[src/rtl/pipe_rca_pkg.sv]
// -----------------------------------------------------------------------------
// pipe_rca_pkg
// Shared definitions for the pipelined ripple-carry adder/subtractor.
//   DEF_WIDTH / DEF_SEG_W : default operand width and carry-segment width
//   calc_nseg()           : number of pipeline stages (one carry segment each)
//   stage_reg_t           : layout of one stage register at the default sizes
//                           (valid, carry, partial sum, shifted operands)
// -----------------------------------------------------------------------------
package pipe_rca_pkg;

    localparam int DEF_WIDTH = 32;
    localparam int DEF_SEG_W = 8;

    // Number of carry segments, one per pipeline stage. A non-positive segment
    // width is reported separately at elaboration; return 1 here so that the
    // arithmetic never divides by zero.
    function automatic int calc_nseg(input int width, input int seg_w);
        if (seg_w < 1) begin
            return 1;
        end
        return width / seg_w;
    endfunction

    localparam int DEF_NSEG = calc_nseg(DEF_WIDTH, DEF_SEG_W);

    // Per-stage register. The operands are kept right-aligned: after each
    // stage they shift down by one segment so the next unresolved segment is
    // always at the bottom. Resolved sum segments enter at the top and shift
    // down, so after the last stage the sum is fully aligned.
    typedef struct packed {
        logic                 vld;
        logic                 carry;
        logic [DEF_WIDTH-1:0] sum;
        logic [DEF_WIDTH-1:0] a;
        logic [DEF_WIDTH-1:0] b;
    } stage_reg_t;

endpackage : pipe_rca_pkg

[src/rtl/rca_seg.sv]
// -----------------------------------------------------------------------------
// rca_seg
// Combinational SEG_W-bit ripple-carry adder segment.
//   a, b     : segment operands
//   cin      : carry into bit 0
//   s        : segment sum
//   cout     : carry out of the segment MSB
//   c_msb_in : carry into the segment MSB (used for signed overflow when this
//              segment holds the operand MSB)
// -----------------------------------------------------------------------------
module rca_seg
    import pipe_rca_pkg::*;
#(
    parameter int SEG_W = DEF_SEG_W
) (
    input  logic [SEG_W-1:0] a,
    input  logic [SEG_W-1:0] b,
    input  logic             cin,
    output logic [SEG_W-1:0] s,
    output logic             cout,
    output logic             c_msb_in
);

    // c[i] is the carry into bit i; c[SEG_W] is the carry out.
    logic [SEG_W:0] c;

    always_comb begin
        c    = '0;
        s    = '0;
        c[0] = cin;
        for (int i = 0; i < SEG_W; i++) begin
            s[i]   = a[i] ^ b[i] ^ c[i];
            c[i+1] = (a[i] & b[i]) | (c[i] & (a[i] ^ b[i]));
        end
    end

    assign cout     = c[SEG_W];
    assign c_msb_in = c[SEG_W-1];

endmodule : rca_seg

[src/rtl/pipe_rca.sv]
// -----------------------------------------------------------------------------
// pipe_rca
// Pipelined ripple-carry adder/subtractor. The WIDTH-bit carry chain is cut
// into NSEG = WIDTH/SEG_W segments; stage k resolves segment k-1 using the
// carry registered by the previous stage. One operation per cycle behind a
// valid/ready handshake, with a single global advance enable for backpressure.
//
// Ports
//   clk, rst   : rising-edge clock, asynchronous active-high reset
//   in_valid   : operand beat offered
//   in_ready   : beat can be accepted this cycle (= global advance enable)
//   a, b       : WIDTH-bit operands
//   cin        : carry-in, add mode only
//   sub        : 0 -> s = a + b + cin, 1 -> s = a - b
//   out_valid  : result beat present
//   out_ready  : consumer takes the result this cycle
//   s          : sum / difference
//   cout       : carry out of the MSB (in subtract mode 1 means no borrow)
//   ovf        : two's-complement signed overflow
// -----------------------------------------------------------------------------
module pipe_rca
    import pipe_rca_pkg::*;
#(
    parameter int WIDTH = DEF_WIDTH,
    parameter int SEG_W = DEF_SEG_W
) (
    input  logic             clk,
    input  logic             rst,
    input  logic             in_valid,
    output logic             in_ready,
    input  logic [WIDTH-1:0] a,
    input  logic [WIDTH-1:0] b,
    input  logic             cin,
    input  logic             sub,
    output logic             out_valid,
    input  logic             out_ready,
    output logic [WIDTH-1:0] s,
    output logic             cout,
    output logic             ovf
);

    localparam int NSEG = calc_nseg(WIDTH, SEG_W);

    // Refuse to build with a segment width that does not tile the operand.
    if ((SEG_W < 1) || (WIDTH < 1) || ((WIDTH % SEG_W) != 0)) begin : g_bad_cfg
        $error("pipe_rca: WIDTH (%0d) must be a positive multiple of SEG_W (%0d)",
               WIDTH, SEG_W);
    end

    // Same layout as pipe_rca_pkg::stage_reg_t, sized to this instance.
    typedef struct packed {
        logic             vld;
        logic             carry;
        logic [WIDTH-1:0] sum;
        logic [WIDTH-1:0] a;
        logic [WIDTH-1:0] b;
    } stage_t;

    stage_t           stg_p0;               // combinational stage-0 operand prep
    stage_t           stg_q  [1:NSEG];      // registered stages
    logic [SEG_W-1:0] seg_s  [1:NSEG];
    logic             seg_co [1:NSEG];
    logic             seg_cm [1:NSEG];
    logic             ovf_q;
    logic             en;

    // All stages move together; a stalled result freezes the whole pipe.
    assign en       = !out_valid || out_ready;
    assign in_ready = en;

    // ---- stage 0: operand conditioning (a - b = a + ~b + 1) ----
    always_comb begin
        stg_p0       = '0;
        stg_p0.vld   = in_valid;
        stg_p0.carry = sub ? 1'b1 : cin;
        stg_p0.a     = a;
        stg_p0.b     = sub ? ~b : b;
    end

    for (genvar k = 1; k <= NSEG; k++) begin : g_stage
        stage_t prv;
        stage_t nxt;

        if (k == 1) begin : g_first
            assign prv = stg_p0;
        end else begin : g_next
            assign prv = stg_q[k-1];
        end

        rca_seg #(
            .SEG_W    (SEG_W)
        ) u_seg (
            .a        (prv.a[SEG_W-1:0]),
            .b        (prv.b[SEG_W-1:0]),
            .cin      (prv.carry),
            .s        (seg_s[k]),
            .cout     (seg_co[k]),
            .c_msb_in (seg_cm[k])
        );

        // The new segment sum enters at the top of the sum field while the
        // previously resolved segments and the pending operands shift down.
        always_comb begin
            nxt       = '0;
            nxt.vld   = prv.vld;
            nxt.carry = seg_co[k];
            nxt.sum   = (prv.sum >> SEG_W) | (WIDTH'(seg_s[k]) << (WIDTH - SEG_W));
            nxt.a     = prv.a >> SEG_W;
            nxt.b     = prv.b >> SEG_W;
        end

        // ---- stage k register ----
        always_ff @(posedge clk or posedge rst) begin
            if (rst) begin
                stg_q[k] <= '0;
            end else if (en) begin
                stg_q[k] <= nxt;
            end
        end

        // Only the top segment sees the operand MSB, so overflow is formed
        // here from the carries into and out of that bit.
        if (k == NSEG) begin : g_ovf
            always_ff @(posedge clk or posedge rst) begin
                if (rst) begin
                    ovf_q <= 1'b0;
                end else if (en) begin
                    ovf_q <= seg_co[k] ^ seg_cm[k];
                end
            end
        end
    end

    assign out_valid = stg_q[NSEG].vld;
    assign s         = stg_q[NSEG].sum;
    assign cout      = stg_q[NSEG].carry;
    assign ovf       = ovf_q;

endmodule : pipe_rca
[config.mk]
export PLATFORM = sky130hd
export DESIGN_NAME = pipe_rca
export DESIGN_NICKNAME = d
export VERILOG_FILES = /design/src/rtl/pipe_rca_pkg.sv /design/src/rtl/rca_seg.sv /design/src/rtl/pipe_rca.sv
export SDC_FILE = /design/constraint.sdc
export NUM_CORES = 1
export LEC_CHECK = 0
export CAP_MARGIN = 20
export CORE_AREA = 5 5 144 146
export DETAILED_ROUTE_END_ITERATION = 8
export DIE_AREA = 0 0 149 151
export DONT_BUFFER_PORTS = 1
export PLACE_DENSITY_LB_ADDON = 0.1
export SLEW_MARGIN = 30
export SYNTH_ARGS = -nofsm -noshare
export SYNTH_HDL_FRONTEND = slang
export SYNTH_SLANG_ARGS = --single-unit
[constraint.sdc]
create_clock -name clk -period 8.5 [get_ports clk]
set_input_delay 0.85 -clock clk [delete_from_list [all_inputs] [get_ports clk]]
set_output_delay 0.85 -clock clk [all_outputs]
set_load 0.01 [all_outputs]
## Word level (Yosys, flattened, before mapping)

Index checks and enable logic that the tools add are counted.

- Flip-flop bits (word level): 209
- Output and inout port bits: 36
- Word-level logic and storage cells: 188

- Multiplexer cells: 2
- Bitwise operators: 165
- Reductions and logical operators: 2

Operators with widths:

| kind | count |
|---|---|
| $or A24 B32 Y32 | 3 |
| $xor A1 B1 Y1 | 65 |
| $and A1 B1 Y1 | 64 |
| $mux W32 | 1 |
| $not A32 Y32 | 1 |
| $or A1 B1 Y1 | 32 |
| $logic_not A1 Y1 | 1 |
| $logic_or A1 B1 Y1 | 1 |
| $mux W1 | 1 |

## Logic depth before layout (Yosys ltp)

- Depth after elaboration: 19
- Gate-level depth with buffers: 15
- Gate-level depth less buffers: 13

## Hierarchy

A second synthesis with hierarchy kept.

- Cells, all modules: 503
- Area total of the unflattened synthesis: 8560.7 µm²

Modules (own cells, without submodules):

| module | instances | cells each | area an instance (µm²) |
|---|---|---|---|
| pipe_rca | 1 | 431 | 7770.0 |
| rca_seg | 4 | 18 | 197.7 |

## Worst setup path after synthesis

OpenSTA, ideal clock, no wires.

- Path type: input to register
- Start: input port sub
- End: register stg_q (netlist bit g_stage[2].prv[95])
- Setup time: 125 ps
- Data arrival time: 4596 ps
- Data required time: 8375 ps
- Setup slack: 3779 ps
- Cell stages on the path: 15
- Cells stage by stage: buf_2 -> buf_2 -> nor2_1 -> fa_1 -> inv_1 -> fa_1 -> inv_1 -> fa_1 -> fa_1 -> fa_1 -> fa_1 -> fa_1 -> inv_1 -> fa_1 -> mux2_4

RTL lines:

| element | line | source |
|---|---|---|
| start: declaration | pipe_rca.sv:34 | `input logic sub,` |
| end signal: indexed assignment | pipe_rca.sv:117 | `stg_q[k] <= nxt;` |
| end: declaration | pipe_rca.sv:60 | `stage_t stg_q [1:NSEG];` |

==> run_results.csv <==
group,metric,value,unit
clock_tree,cts-root-buf,"clkbuf_16",
grt,antenna_found_initial,0,
clock_tree,cts.sink_count,185,
power,ir_worst_vdd,0.1311,mV
floorplan,core_area,19270,um^2
sta,fin_crit,4.103,ns
worst_hold_path,min_path_type,"in -> async",
finish,ff_latch_area,4629,um^2
setup_path,r2r_start,"g_stage[4].prv[0]",
power,finalPower,3.560,mW
synth,synthTopCellsByArea,"dfrtp_1 (55%), mux2_4 (21%), fa_1 (7.6%), mux2_2 (6.3%), xor2_1 (2.5%)",
grt,grt_pass1_vias,4193,
synth,ys_seq_area_frac,0.5469,
clock_tree,cts_tree,"yes",
synth,ys_seq_elements,185,
floorplan,die-area,22500,um^2
synth,synth_top_area_frac,0.5469,
grt,grt.total_usage,0.1308,
grt,overflow,0,
floorplan,fp.dieH,151,um
finish,diodes,0,
power,p_switching,1.061,mW
grt,grt_max_degree,123,
synth,netlist_area,8466,um^2
setup_path,critPathKind,"in -> reg",
setup_path,reg2reg_to,"ovf",
clock_tree,ctsResizeCount,0,
finish,mostFrequentLayoutCells,"dfrtp_1 (185), mux2_4 (120), mux2_2 (47)",
setup_path,cp-end-kind,"flip-flop",
finish,fill_cells,1709,
clock_tree,clk_latency,0.42,ns
setup_path,worstSetupStartpointType,"primary input",
floorplan,fp.dieW,149,um
power,internal_power,2.499,mW
floorplan,pin_count,106,
setup_path,rr_worst_depth,13,
sta,tns,0,ns
finish,final_nets,609,
clock_tree,cts_buffers,17,
finish,multi_input_area,3492,um^2
sta,slew-limit-headroom,0.4281,
route,ant_nets,0,
clock_tree,postCtsHoldBufs,0,
floorplan,num_rows,51,
flow_run,cap_viol_max_count,0,
finish,layout.cells.non_filler,785,
clock_tree,cts_setup_buffers,0,
placement,place_congestion,0.6984,
power,p_leak,4.280,nW
route,drt-total-wl,13.74,mm
synth,synth_cells,510,
route,wl_per_cell,17.51,um
finish,utilization,0.4782,
sta,setup_viol,0,
synth,avgSynthCellArea,16.60,um^2
clock_tree,h-tree-depth,4,
finish,syn2layout_area_growth,8.853,%
setup_path,critPathMaxFanout,33,
route,drtPass1Iterations,4,
power,comb_power_share,0.335,
outcome,outcome,"complete, no violations",
sta,worstMarginPinSlew,0.8578,ns
power,p_clk_frac,0.223,
route,remaining_drc_errors,0,
sta,period_share,0.4827,
route,vias_per_cell,4.752,
power,sw_frac_of_total,0.2979,
sta,final_max_slew_viol_count,0,
sta,timing.fmax,243.7,MHz
finish,drive_gt1_frac,0.3962,
synth,synth_warnings,0,
clock_tree,clk_pin_slew,0.07,ns
placement,port_buffers,0,
power,power.sequential.fraction,0.442,
finish,final_common_cell,"dfrtp_1",
setup_path,reg2reg_slack,4.65,ns
placement,dp_hpwl,8.971,mm
placement,dp_cells,753,
setup_path,cp.arrival,4.41,ns
floorplan,initial_core_util,0.4393,
route,first_iter_violations,193,
sta,rsz0062_at_grt,"false",
synth,yosysTopAreaCell,"dfrtp_1",
sta,finalHoldViolCount,0,
setup_path,required,8.81,ns
sta,whs,0.3817,ns
sta,fin_skew,0.01416,ns
synth,synth_cell_type_count,16,
clock_tree,ctsLongestPathBuffers,2,
power,power_density,386.3,nW/um^2
route,vias,3730,
grt,grt_pass1_wl,23.00,mm
synth,syn_nets,612,
flip-flops by register name (all words and copies together) (netlist names):
register and flops:
g_stage.prv 99, cout 1, s 32, ovf 1
g_stage.nxt 51, out_valid 1
metal layers:
metal	vias to the layer above	GRT usage	part of all wire
li1	1704	-	-
met1	1951	0.1819	0.48
met2	66	0.1944	0.46
met3	9	0.04309	0.047
met4	0	0.04394	0.012
met5	-	0	0
cell families (layout without fill, tap and decap cells):
family | count (synthesis) | after routing | share of synthesized area
AO/OA/AOI/OAI | 15 | 15 | 0.008868
XOR/XNOR | 33 | 33 | 0.03414
adder cells (fa/ha/maj) | 32 | 32 | 0.07567
buffers and inverters | 58 | 68 | 0.04153
flip-flops | 185 | 185 | 0.5469
multiplexers | 169 | 169 | 0.2777
AND/OR/NAND/NOR | 18 | 18 | 0.01522
how the worst max path moves through the flow:
stage,start,end,cells after the start
3_3_place_gp,sub,g_stage[2].prv[95],13
6_report,sub,g_stage[2].prv[95],13
3_5_place_dp,sub,g_stage[2].prv[95],13
2_1_floorplan,rst,cout,1
5_1_grt,sub,g_stage[2].prv[95],13
4_1_cts,sub,g_stage[2].prv[95],13
worst max-delay path: stages:
cell,delay [ns]
xnor2_1,0.14
fa_1,0.37
inv_1,0.09
fa_1,0.17
inv_1,0.05
fa_1,0.41
fa_1,0.39
fa_1,0.40
fa_1,0.40
fa_1,0.37
inv_1,0.07
fa_1,0.41
mux2_4,0.26
through the flow:
stage / area, um^2 / worst slack [ns]
final: 9215 / 4.397
after global routing: 9215 / 4.289
after CTS: 9215 / 4.423
after detailed placement: 8618 / 3.965
after global placement: 8615 / 3.999
after floorplan: 8466 / 2.621
cell usage after synthesis:
master and n:
mux2_4 120, buf_4 1, mux2i_1 2, buf_2 8, mux2_2 47, fa_1 32
xnor2_1 9, xor2_1 24, clkbuf_1 2, a21oi_1 15, inv_1 31, nand2b_1 2
nor3b_1 15, buf_6 16, dfrtp_1 185, nor2_1 1
power by group through the flow:
stage	clock network (mW)	logic (mW)	registers, mW
finish	0.794	1.19	1.57
global route	0.858	1.32	1.63
CTS	0.822	1.22	1.59
detailed placement	0	1.22	1.60
global placement	0	1.19	1.59
floorplan	0	1.08	1.51
area by class of cell:
cell class,count,share of cell area
well taps,265,0.03598
repair buffers,5,0.004481
clock buffers,20,0.05064
flip-flops and latches,185,0.5024
multi-input cells,267,0.3790
inverters,31,0.01344
clock inverters,12,0.01412
Power figures use the tool's default switching activity.
